`src/rtl/seq_mult_if.sv`:
```
// rtl/seq_mult_if.sv - start/done handshake and result bundle for seq_mult
interface seq_mult_if #(
  parameter int WIDTH = 8
);
  logic                 start;
  logic [WIDTH-1:0]     dataa;
  logic [WIDTH-1:0]     datab;
  logic [2*WIDTH-1:0]   product;
  logic                 done;
  logic                 busy;
  logic                 err;
  logic [2:0]           state_out;

  modport master (
    output start, dataa, datab,
    input  product, done, busy, err, state_out
  );

  modport slave (
    input  start, dataa, datab,
    output product, done, busy, err, state_out
  );
endinterface

```
`src/rtl/seq_mult.sv`:
```
// rtl/seq_mult.sv - digit-serial unsigned multiplier; SEQ_MULT_ZERO_SKIP_EN skips CALC for zero operands
module seq_mult #(
  parameter int WIDTH = 8,
  parameter int CHUNK = 4
) (
  input  logic     clk,
  input  logic     reset_a_n,
  seq_mult_if.slave bus
);
  localparam int NCH = WIDTH / CHUNK;
  localparam int NSQ = NCH * NCH;
  localparam int CW  = $clog2(NSQ);
  localparam int AW  = 2 * WIDTH;
  localparam logic [CW-1:0] LAST = CW'(NSQ - 1);

  typedef enum logic [1:0] {
    IDLE = 2'd0,
    CALC = 2'd1,
    DONE = 2'd2,
    ERR  = 2'd3
  } state_t;

  state_t             state;
  logic [WIDTH-1:0]   opa;
  logic [WIDTH-1:0]   opb;
  logic [AW-1:0]      acc;
  logic [CW-1:0]      cnt;

  logic [CW-1:0]      dig_i;
  logic [CW-1:0]      dig_j;
  logic [CHUNK-1:0]   a_dig;
  logic [CHUNK-1:0]   b_dig;
  logic [2*CHUNK-1:0] mul;
  logic [AW-1:0]      pp;
  logic [AW-1:0]      acc_sum;
  logic               launch;
  logic               zero_op;

`ifdef SEQ_MULT_ZERO_SKIP_EN
  assign zero_op = (bus.dataa == '0) || (bus.datab == '0);
`else
  assign zero_op = 1'b0;
`endif

  // A start from any non-CALC state loads a new operation; in CALC it aborts instead.
  assign launch = bus.start && (state != CALC);

  // Select the current digit pair, multiply, and align the partial product.
  always_comb begin
    dig_i   = CW'(32'(cnt) / NCH);
    dig_j   = CW'(32'(cnt) % NCH);
    a_dig   = CHUNK'(opa >> (dig_i * CHUNK));
    b_dig   = CHUNK'(opb >> (dig_j * CHUNK));
    mul     = {{CHUNK{1'b0}}, a_dig} * {{CHUNK{1'b0}}, b_dig};
    pp      = AW'(mul) << ((dig_i + dig_j) * CHUNK);
    acc_sum = acc + pp;
  end

  // Control FSM with datapath registers and registered status outputs.
  always_ff @(posedge clk or negedge reset_a_n) begin
    if (!reset_a_n) begin
      state         <= IDLE;
      opa           <= '0;
      opb           <= '0;
      acc           <= '0;
      cnt           <= '0;
      bus.product   <= '0;
      bus.done      <= 1'b0;
      bus.busy      <= 1'b0;
      bus.err       <= 1'b0;
      bus.state_out <= 3'd0;
    end else if (launch) begin
      opa      <= bus.dataa;
      opb      <= bus.datab;
      acc      <= '0;
      cnt      <= '0;
      bus.err  <= 1'b0;
      if (zero_op) begin
        bus.product   <= '0;
        state         <= DONE;
        bus.done      <= 1'b1;
        bus.busy      <= 1'b0;
        bus.state_out <= 3'd2;
      end else begin
        state         <= CALC;
        bus.done      <= 1'b0;
        bus.busy      <= 1'b1;
        bus.state_out <= 3'd1;
      end
    end else begin
      case (state)
        CALC: begin
          if (bus.start) begin
            state         <= ERR;
            bus.busy      <= 1'b0;
            bus.err       <= 1'b1;
            bus.state_out <= 3'd3;
          end else if (cnt == LAST) begin
            acc           <= acc_sum;
            bus.product   <= acc_sum;
            state         <= DONE;
            bus.busy      <= 1'b0;
            bus.done      <= 1'b1;
            bus.state_out <= 3'd2;
          end else begin
            acc <= acc_sum;
            cnt <= cnt + 1'b1;
          end
        end
        DONE: begin
          state         <= IDLE;
          bus.done      <= 1'b0;
          bus.state_out <= 3'd0;
        end
        default: begin
          state <= state;
        end
      endcase
    end
  end
endmodule
```
`src/flat_wrapper.sv`:
```
// flat-port wrapper written by rule: the top's interface ports become plain ports
module seq_mult_flat 
#(
  parameter int WIDTH = 8,
  parameter int CHUNK = 4
)
  (clk, reset_a_n, bus_start, bus_dataa, bus_datab, bus_product, bus_done, bus_busy, bus_err, bus_state_out);
  seq_mult_if #(.WIDTH(WIDTH)) bus_i ();
  input  logic clk;
  input  logic reset_a_n;
  input wire logic [$bits(bus_i.start)-1:0] bus_start;
  input wire logic [$bits(bus_i.dataa)-1:0] bus_dataa;
  input wire logic [$bits(bus_i.datab)-1:0] bus_datab;
  output wire logic [$bits(bus_i.product)-1:0] bus_product;
  output wire logic [$bits(bus_i.done)-1:0] bus_done;
  output wire logic [$bits(bus_i.busy)-1:0] bus_busy;
  output wire logic [$bits(bus_i.err)-1:0] bus_err;
  output wire logic [$bits(bus_i.state_out)-1:0] bus_state_out;
  assign bus_i.start = bus_start;
  assign bus_i.dataa = bus_dataa;
  assign bus_i.datab = bus_datab;
  assign bus_product = bus_i.product;
  assign bus_done = bus_i.done;
  assign bus_busy = bus_i.busy;
  assign bus_err = bus_i.err;
  assign bus_state_out = bus_i.state_out;
  seq_mult #(.WIDTH(WIDTH), .CHUNK(CHUNK)) u_core (.clk(clk), .reset_a_n(reset_a_n), .bus(bus_i));
endmodule
```
`config.mk`:
```
export PLATFORM = sky130hd
export DESIGN_NAME = seq_mult_flat
export DESIGN_NICKNAME = d
export VERILOG_FILES = /design/src/rtl/seq_mult_if.sv /design/src/rtl/seq_mult.sv /design/src/flat_wrapper.sv
export SDC_FILE = /design/constraint.sdc
export NUM_CORES = 1
export LEC_CHECK = 0
export BUFFER_PORTS_ARGS = -buffer_cell sky130_fd_sc_hd__buf_2
export CAP_MARGIN = 30
export CORE_MARGIN = 4
export CORE_UTILIZATION = 59
export DETAILED_ROUTE_END_ITERATION = 8
export PLACE_DENSITY = 0.83
export SLEW_MARGIN = 20
export SYNTH_ARGS = -nofsm -noshare
export SYNTH_HDL_FRONTEND = slang
export SYNTH_SLANG_ARGS = --single-unit
```
`constraint.sdc`:
```
create_clock -name clk -period 6.55 [get_ports clk]
set_input_delay 0.655 -clock clk [delete_from_list [all_inputs] [get_ports clk]]
set_output_delay 0.655 -clock clk [all_outputs]
set_load 0.03 [all_outputs]
```
==> metrics.yaml <==
clocking:
  clkTransAtPathRegs_ns: 0.10
  cts_root_buf: "clkbuf_8"
  cts_sinks: 55
  cts_tree: "built"
  cts_setup_buffers: 0
  cts_max_path_buffers: 2
  cts.repair.resized: 0
  hold_buffers: 0
  cts_made_buffers: 5
  cts_htree_levels: 2
  clkLatencyLatePin_ns: 0.31
setup_path:
  critPathArrivalTime_ns: 5.39
  cp-end-kind: "flop"
  r2r_cells: 18
  startpoint_type: "flop"
  crit_chain: "mux2i_1, or2_2, fa_1, inv_1, fa_1, fa_1, a21o_1, a21oi_1, xnor2_1, mux2i_1, nor2_1, ha_1, a211oi_1, o21ai_0, o211ai_1, o2111ai_1, and3_1, o32ai_1"
  slowest_delay_ns: 0.55
  path_class: "flop to flop"
  critPathSlowestCell: "dfrtp_1"
  cpMostUsedCell: "fa_1"
  cp_data_required_time_ns: 6.76
  crit_fanout: 7
floorplanning:
  start_util_pct: 62.0
  die-height_um: 87.8
  die_area_um2: 7710
  die_w_um: 87.8
  row_count: 28
  ios: 41
  core_area_um2: 6060
final_layout:
  finalNetCount: 483
  final_common_cell: "dfrtp_1"
  fillers: 493
  num_antenna_cells: 0
  stdcell_count: 501
  layout_common_cells: "dfrtp_1, buf_2, ha_1"
  syn_to_final_growth_pct: 8.83
  drive_above_1_share_pct: 20.0
logic_synthesis:
  yosys_most_used_dff: "dfrtp_1"
  syn-cell-area_um2: 3760
  synth_cells: 392
  ys_ff_latch: 55
  yosysWarnings: 0
  syn-mean-instance-area_um2: 9.58
  synth-async-reset-ratio_pct: 100
  ys_types: 63
  synth_nets: 450
  ys_seq_area_share_pct: 36.6
  synth_edf_count: 0
timing:
  relSlewSlack_pct: 42.0
  drv_slew: 0
  fin_crit_sh_pct: 79.1
  finalHoldViolations: 0
  skew_ns: 0.00787
  timing.final.ws_setup_ns: 1.37
  rsz0062_at_grt: "no"
  whs_ns: 0.458
  finalSetupViolations: 0
  tightest_slew_ns: 0.862
  max_freq_ghz: 0.193
  layout_min_cycle_time_ns: 5.18
  final.setup.tns_ns: 0
route:
  vias: 3015
  drtPass1Iterations: 5
  drtAntennaViolNets: 0
  wl_mm: 7.78
  drt-initial-drc-count: 114
  viasPerCell: 6.02
  drc: 0
  wl_per_cell_um: 15.5
global_route:
  gr-total-overflow: 0
  antenna_found_initial: 0
  grt_max_degree: 56
  grt_pass1_vias: 3022
  grt_pass1_wl_mm: 13.6
  grt_use_total_pct: 21.9
worst_hold_path:
  hp-class: "primary input to async pin"
place:
  routabilityCongestion: 0.951
  placed_cells: 493
  place_ws_ns: 1.44
  portBuffers: 39
  hpwl_mm: 6.03
job:
  maxCapViolCount: 0
outcome:
  status: "completed"
per-layer routing:
metal / wire, µm / GRT usage [%] / up-vias
li1: - / - / 1467
met1: 3450 / 27.0 / 1461
met2: 3870 / 39.9 / 79
met3: 364 / 3.76 / 8
met4: 89 / 4.88 / 0
met5: 0 / 0 / -
state kept, by name, summed over array words and instances (netlist names):
name                  count
u_core.acc               16
u_core.bus.busy           1
u_core.bus.done           1
u_core.bus.err            1
u_core.bus.product       16
u_core.bus.state_out      2
u_core.cnt                2
u_core.opa                8
u_core.opb                8
Yosys cell counts (3+ instances only):
| library cell | number | area share, % |
|---|---|---|
| nand3_1 | 10 | 1.3 |
| mux2i_1 | 13 | 3.5 |
| ha_1 | 34 | 11 |
| o21ai_0 | 24 | 3.2 |
| a22o_1 | 3 | 0.70 |
| nand3b_1 | 3 | 0.60 |
| o2111ai_1 | 4 | 0.93 |
| nor3_1 | 4 | 0.53 |
| o211ai_1 | 4 | 0.80 |
| or2_2 | 6 | 1.0 |
| xnor2_1 | 12 | 2.8 |
| clkbuf_1 | 10 | 1.0 |
| inv_1 | 28 | 2.8 |
| and3_1 | 4 | 0.67 |
| a211oi_1 | 3 | 0.60 |
| dfrtp_1 | 55 | 37 |
| fa_1 | 5 | 2.7 |
| nor2_1 | 31 | 3.1 |
| mux2_2 | 19 | 5.7 |
| a21o_1 | 5 | 1.0 |
| a21oi_1 | 20 | 2.7 |
| o2bb2ai_1 | 9 | 2.1 |
| nand2b_1 | 4 | 0.67 |
| nand2_1 | 32 | 3.2 |
| and2_1 | 3 | 0.50 |
| o31ai_1 | 3 | 0.60 |
layout make-up:
class,instances,area [µm²],area share [%]
clock buffer,5,68.8,1.68
clock inverter,3,20.0,0.490
inverter,30,115,2.82
multi-input combinational,291,2190,53.5
sequential,55,1380,33.7
tap,75,93.8,2.30
timing repair buffer,42,225,5.51
stage by stage:
stage	util, %	cell area [µm²]
after floorplan	-	3760
after CTS	67.4	4090
after global routing	67.4	4090
after global placement	65.7	3980
after detailed placement	66.0	4000
final	67.4	4090
logic make-up after synthesis:
group | share of synthesized area (%)
multiplexers | 9.56
buffers and inverters | 5.10
flip-flops | 36.6
adder cells (fa/ha/maj) | 14.0
AND/OR/NAND/NOR | 13.8
XOR/XNOR | 3.03
other | 0.0998
AO/OA/AOI/OAI | 17.8
critical path, delay by kind of cell, from the launching register on:
kind | cells | cell delay (ns)
adder cells (fa/ha/maj) | 4 | 1.91
AO/OA/AOI/OAI | 7 | 1.44
AND/OR/NAND/NOR | 3 | 0.64
flip-flops | 1 | 0.55
multiplexers | 2 | 0.40
XOR/XNOR | 1 | 0.10
buffers and inverters | 1 | 0.06
path summary, 6_finish.rpt:
path / from / endpoint / slack (ns)
max: u_core.cnt[0]$_DFFE_PN0P_ / u_core.acc[13]$_DFFE_PN0P_ / 1.37
min: reset_a_n / u_core.bus.product[5]$_DFFE_PN0P_ / 0.46
max reg2reg: u_core.cnt[0]$_DFFE_PN0P_ / u_core.acc[13]$_DFFE_PN0P_ / 1.37
min reg2reg: u_core.bus.product[0]$_DFFE_PN0P_ / u_core.bus.product[0]$_DFFE_PN0P_ / 0.47
max in group asynchronous: reset_a_n / u_core.acc[0]$_DFFE_PN0P_ / 5.66
min in group clk: u_core.bus.product[0]$_DFFE_PN0P_ / u_core.bus.product[0]$_DFFE_PN0P_ / 0.47
Power is not shown: default switching activity piles up to over one toggle a cycle in this logic, so the estimate is an artifact.
